===== src/rtl/comparator_signed_4bit_if.sv =====
// Bit-level operand and result bundle for the registered signed 4-bit comparator.
// master drives operands and in_valid; slave returns flags and out_valid.
interface comparator_signed_4bit_if;
  logic in_valid;
  logic A3;
  logic A2;
  logic A1;
  logic A0;
  logic B3;
  logic B2;
  logic B1;
  logic B0;
  logic A_GREATER_B;
  logic A_LESS_B;
  logic A_EQUAL_B;
  logic out_valid;

  modport master (
    output in_valid,
    output A3, A2, A1, A0,
    output B3, B2, B1, B0,
    input  A_GREATER_B, A_LESS_B, A_EQUAL_B,
    input  out_valid
  );

  modport slave (
    input  in_valid,
    input  A3, A2, A1, A0,
    input  B3, B2, B1, B0,
    output A_GREATER_B, A_LESS_B, A_EQUAL_B,
    output out_valid
  );
endinterface


===== src/rtl/comparator_signed_4bit.sv =====
// Signed 4-bit compare with flags registered one clock after in_valid.
// Flags hold between samples; no backpressure, out_valid is a per-sample pulse.
module comparator_signed_4bit (
  input  logic                      clk,
  input  logic                      rst_n,
  comparator_signed_4bit_if.slave   bus
);

  logic [3:0] a_key;
  logic [3:0] b_key;
  logic       gt_nxt;
  logic       lt_nxt;
  logic       eq_nxt;

  // Flipping the sign bit maps -8..+7 onto 0..15, so an unsigned compare gives signed order.
  always_comb begin
    a_key  = {~bus.A3, bus.A2, bus.A1, bus.A0};
    b_key  = {~bus.B3, bus.B2, bus.B1, bus.B0};
    gt_nxt = (a_key > b_key);
    lt_nxt = (a_key < b_key);
    eq_nxt = (a_key == b_key);
  end

  always_ff @(posedge clk) begin
    if (!rst_n) begin
      bus.A_GREATER_B <= 1'b0;
      bus.A_LESS_B    <= 1'b0;
      bus.A_EQUAL_B   <= 1'b0;
      bus.out_valid   <= 1'b0;
    end else begin
      bus.out_valid <= bus.in_valid;
      if (bus.in_valid) begin
        bus.A_GREATER_B <= gt_nxt;
        bus.A_LESS_B    <= lt_nxt;
        bus.A_EQUAL_B   <= eq_nxt;
      end
    end
  end

endmodule


===== src/flat_wrapper.sv =====
// flat-port wrapper written by rule: the top's interface ports become plain ports
module comparator_signed_4bit_flat 
  (clk, rst_n, bus_in_valid, bus_A3, bus_A2, bus_A1, bus_A0, bus_B3, bus_B2, bus_B1, bus_B0, bus_A_GREATER_B, bus_A_LESS_B, bus_A_EQUAL_B, bus_out_valid);
  comparator_signed_4bit_if bus_i ();
  input  logic clk;
  input  logic rst_n;
  input wire logic [$bits(bus_i.in_valid)-1:0] bus_in_valid;
  input wire logic [$bits(bus_i.A3)-1:0] bus_A3;
  input wire logic [$bits(bus_i.A2)-1:0] bus_A2;
  input wire logic [$bits(bus_i.A1)-1:0] bus_A1;
  input wire logic [$bits(bus_i.A0)-1:0] bus_A0;
  input wire logic [$bits(bus_i.B3)-1:0] bus_B3;
  input wire logic [$bits(bus_i.B2)-1:0] bus_B2;
  input wire logic [$bits(bus_i.B1)-1:0] bus_B1;
  input wire logic [$bits(bus_i.B0)-1:0] bus_B0;
  output wire logic [$bits(bus_i.A_GREATER_B)-1:0] bus_A_GREATER_B;
  output wire logic [$bits(bus_i.A_LESS_B)-1:0] bus_A_LESS_B;
  output wire logic [$bits(bus_i.A_EQUAL_B)-1:0] bus_A_EQUAL_B;
  output wire logic [$bits(bus_i.out_valid)-1:0] bus_out_valid;
  assign bus_i.in_valid = bus_in_valid;
  assign bus_i.A3 = bus_A3;
  assign bus_i.A2 = bus_A2;
  assign bus_i.A1 = bus_A1;
  assign bus_i.A0 = bus_A0;
  assign bus_i.B3 = bus_B3;
  assign bus_i.B2 = bus_B2;
  assign bus_i.B1 = bus_B1;
  assign bus_i.B0 = bus_B0;
  assign bus_A_GREATER_B = bus_i.A_GREATER_B;
  assign bus_A_LESS_B = bus_i.A_LESS_B;
  assign bus_A_EQUAL_B = bus_i.A_EQUAL_B;
  assign bus_out_valid = bus_i.out_valid;
  comparator_signed_4bit u_core (.clk(clk), .rst_n(rst_n), .bus(bus_i));
endmodule

===== config.mk =====
export PLATFORM = sky130hd
export DESIGN_NAME = comparator_signed_4bit_flat
export DESIGN_NICKNAME = d
export VERILOG_FILES = /design/src/rtl/comparator_signed_4bit_if.sv /design/src/rtl/comparator_signed_4bit.sv /design/src/flat_wrapper.sv
export SDC_FILE = /design/constraint.sdc
export NUM_CORES = 1
export LEC_CHECK = 0
export ABC_CLOCK_PERIOD_IN_PS = 900
export BUFFER_PORTS_ARGS = -buffer_cell sky130_fd_sc_hd__buf_2
export CAP_MARGIN = 20
export CORE_AREA = 2 2 39 41
export CTS_CLUSTER_SIZE = 24
export DETAILED_ROUTE_END_ITERATION = 10
export DIE_AREA = 0 0 41 43
export GPL_TIMING_DRIVEN = 1
export PLACE_DENSITY = 0.46
export SETUP_SLACK_MARGIN = 0.4
export SYNTH_ARGS = -nofsm -noshare
export SYNTH_HDL_FRONTEND = slang
export SYNTH_SLANG_ARGS = --single-unit
export TNS_END_PERCENT = 1

===== constraint.sdc =====
create_clock -name clk -period 0.9 [get_ports clk]
set_clock_uncertainty 0.1 [all_clocks]
set_input_delay 0.045 -clock clk [delete_from_list [all_inputs] [get_ports clk]]
set_output_delay 0.045 -clock clk [all_outputs]
set_load 0.02 [all_outputs]

==> results.tsv <==
metric	value	unit
cts_tree	done	
swShare	25.6	%
num_antenna_cells	0	
io-pin-count	15	
vias	245	
max_slew_margin	87.0	%
root_buffer	clkbuf_4	
ant_nets	0	
grt_pass1_wl	917	µm
clkTransAtPathRegs	0.03	ns
final_cell_mix	buf_2 (13), inv_1 (5), a21oi_1 (3), clkbuf_4 (3), dfxtp_1 (3)	
ys_seq_area_share	36.0	%
grt_pass1_vias	230	
period_needed	0.867	ns
ys_warn_count	0	
cts_buffers	3	
cp_data_required_time	0.92	ns
hold_class	input port to flip-flop	
layout_commonest_cell	buf_2	
htreeDepth	1	
final_util	26.9	%
wl_per_cell	9.10	µm
hold_viol_final	2	
synth_xor_area_share	0	%
crit_path_end_kind	flip-flop	
via_per_inst	4.08	
syn2layout_area_growth	66.9	%
cts_buffer_depth	2	
maxCapViolCount	0	
finalSetupViolations	0	
outcome	complete, but fails checks	
synthSimpleGateAreaFrac	13.5	%
reg2reg_slack	0.03	ns
gr-total-overflow	0	
hold_end	u_core.bus.A_EQUAL_B$_SDFFE_PN0P_	
synth_compound_area_share	18.0	%
finalWirelength	546	µm
fill_cells	151	
synth.mux.area_fraction	0	%
reg2reg_to	u_core.bus.A_GREATER_B$_SDFFE_PN0P_	
cp.arrival	0.88	ns
whs	-0.0404	ns
reg2reg_from	u_core.bus.A_GREATER_B$_SDFFE_PN0P_	
synthesis.area_per_instance	8.57	µm²
drive_gt1_share	50.0	%
nets	61	
ys_types	11	
synth_seq_cells	4	
clk_latency	0.23	ns
hpwl	444	µm
p_int	0.400	mW
min_path_cells	2	
synth_fa_ha_area_share	22.5	%
grt_setup_unrepaired	true	
drt_pass1_iterations	3	
cts_sinks	4	
critPathMaxFanout	2	
worst-r2r-cell-count	2	
clkPwrFrac	40.4	%
setup_ws	0.0329	ns
die_h	43	µm
drv_slew	0	
start_kind	flip-flop	
p_comb_share	22.8	%
grt_usage	7.73	%
drt-initial-drc-count	2	
power.leakage	0.205	nW
antenna_found_initial	0	
ir_worst_vdd	657	µV
worstSetupPathType	flip-flop to flip-flop	
period_share	96.3	%
die_x	41	µm
dieArea	1760	µm²
place_ws	-0.180	ns
synth_top_family_by_area	adder cells	
rows	14	
switching_power	0.138	mW
syn_inst	26	
syn_nets	41	
powerDensity	1450	nW/µm²
gp_congestion	0.587	
io_buffers	14	
route.detailed.drc	0	
initial_core_util	16.1	%
tightest_slew	0.193	ns
seq_power_share	36.8	%
core-area	1380	µm²
max_freq	1150	MHz
min-delay-start	bus_in_valid	
violations	hold timing	
grt_max_degree	7	
syn-cell-area	223	µm²
## power by group through the flow
stage	clock, mW	combinational (mW)	sequential (mW)
CTS	0.230	0.126	0.197
detailed placement	0	0.123	0.199
global placement	0	0.121	0.200
global route	0.237	0.140	0.199
finish	0.217	0.123	0.198
floorplan	0	0.0504	0.215
## metrics by stage
stage | cell area [µm²] | std cells | TNS, ns | total power, mW
floorplan | 249 | 26 | 0 | 0.265
global placement | 347 | 57 | -0.342 | 0.321
detailed placement | 347 | 57 | -0.418 | 0.322
CTS | 372 | 60 | 0 | 0.552
global route | 372 | 60 | 0 | 0.576
finish | 372 | 60 | 0 | 0.538
## synthesized netlist by cell type
cell type	n	area (µm²)
o21ai_1	1	5.00
inv_1	6	22.5
o21ai_0	2	10.0
nand3b_1	1	7.51
dfxtp_1	4	80.1
a21oi_1	3	15.0
nand2_1	2	7.51
a41o_1	1	10.0
nand4_1	1	6.26
and3b_1	1	8.76
ha_1	4	50.1
## worst max-delay path by stage
stage                                              from                                   to  slack (ns)  depth (start not counted)
finish              u_core.bus.A_GREATER_B$_SDFFE_PN0P_  u_core.bus.A_GREATER_B$_SDFFE_PN0P_        0.03                          2
detailed placement                               bus_A3  u_core.bus.A_GREATER_B$_SDFFE_PN0P_       -0.18                          6
global placement                                 bus_A1  u_core.bus.A_GREATER_B$_SDFFE_PN0P_       -0.15                          5
floorplan           u_core.bus.A_GREATER_B$_SDFFE_PN0P_  u_core.bus.A_GREATER_B$_SDFFE_PN0P_       0.007                          2
global route        u_core.bus.A_GREATER_B$_SDFFE_PN0P_  u_core.bus.A_GREATER_B$_SDFFE_PN0P_       0.004                          2
CTS                 u_core.bus.A_GREATER_B$_SDFFE_PN0P_  u_core.bus.A_GREATER_B$_SDFFE_PN0P_        0.03                          2
## per-layer routing
layer | track usage [%] | share of wire (%) | vias up
li1 | - | - | 125
met1 | 10.6 | 46 | 101
met4 | 8.00 | 1.8 | 0
met2 | 10.0 | 39 | 17
met5 | 0 | 0 | -
met3 | 0 | 12 | 2
## cell families (layout without fill, tap and decap cells)
kind of cell / count (synthesis) / count (layout)
AO/OA/AOI/OAI: 7 / 7
adder cells (fa/ha/maj): 4 / 4
buffers and inverters: 6 / 24
flip-flops: 4 / 4
AND/OR/NAND/NOR: 5 / 5
## registers in the layout (all words and copies together), names as in the netlist
register	count
u_core.bus.A_EQUAL_B	1
u_core.bus.A_LESS_B	1
u_core.bus.A_GREATER_B	1
u_core.bus.out_valid	1
## worst max-delay path: stages (launching register included)
cell and delay [ns]:
dfxtp_2 0.31, and3b_1 0.15, a41o_1 0.19
## final cells by class
class / count / area (µm²) / share of cell area, %
multi-input combinational: 16 / 145 / 39.1
sequential: 4 / 81.3 / 21.9
timing repair buffer: 15 / 80.1 / 21.5
clock buffer: 3 / 22.5 / 6.06
inverter: 6 / 22.5 / 6.06
tap: 16 / 20.0 / 5.39
## what timing repair did
| item | CTS | global route |
|---|---|---|
| hold endpoints to repair | 2 | 1 |
| setup buffers | 0 | 0 |
| resized for setup | 1 | 0 |
| endpoints found under the setup margin | 7 | 7 |
(Power assumes the default switching activity.)
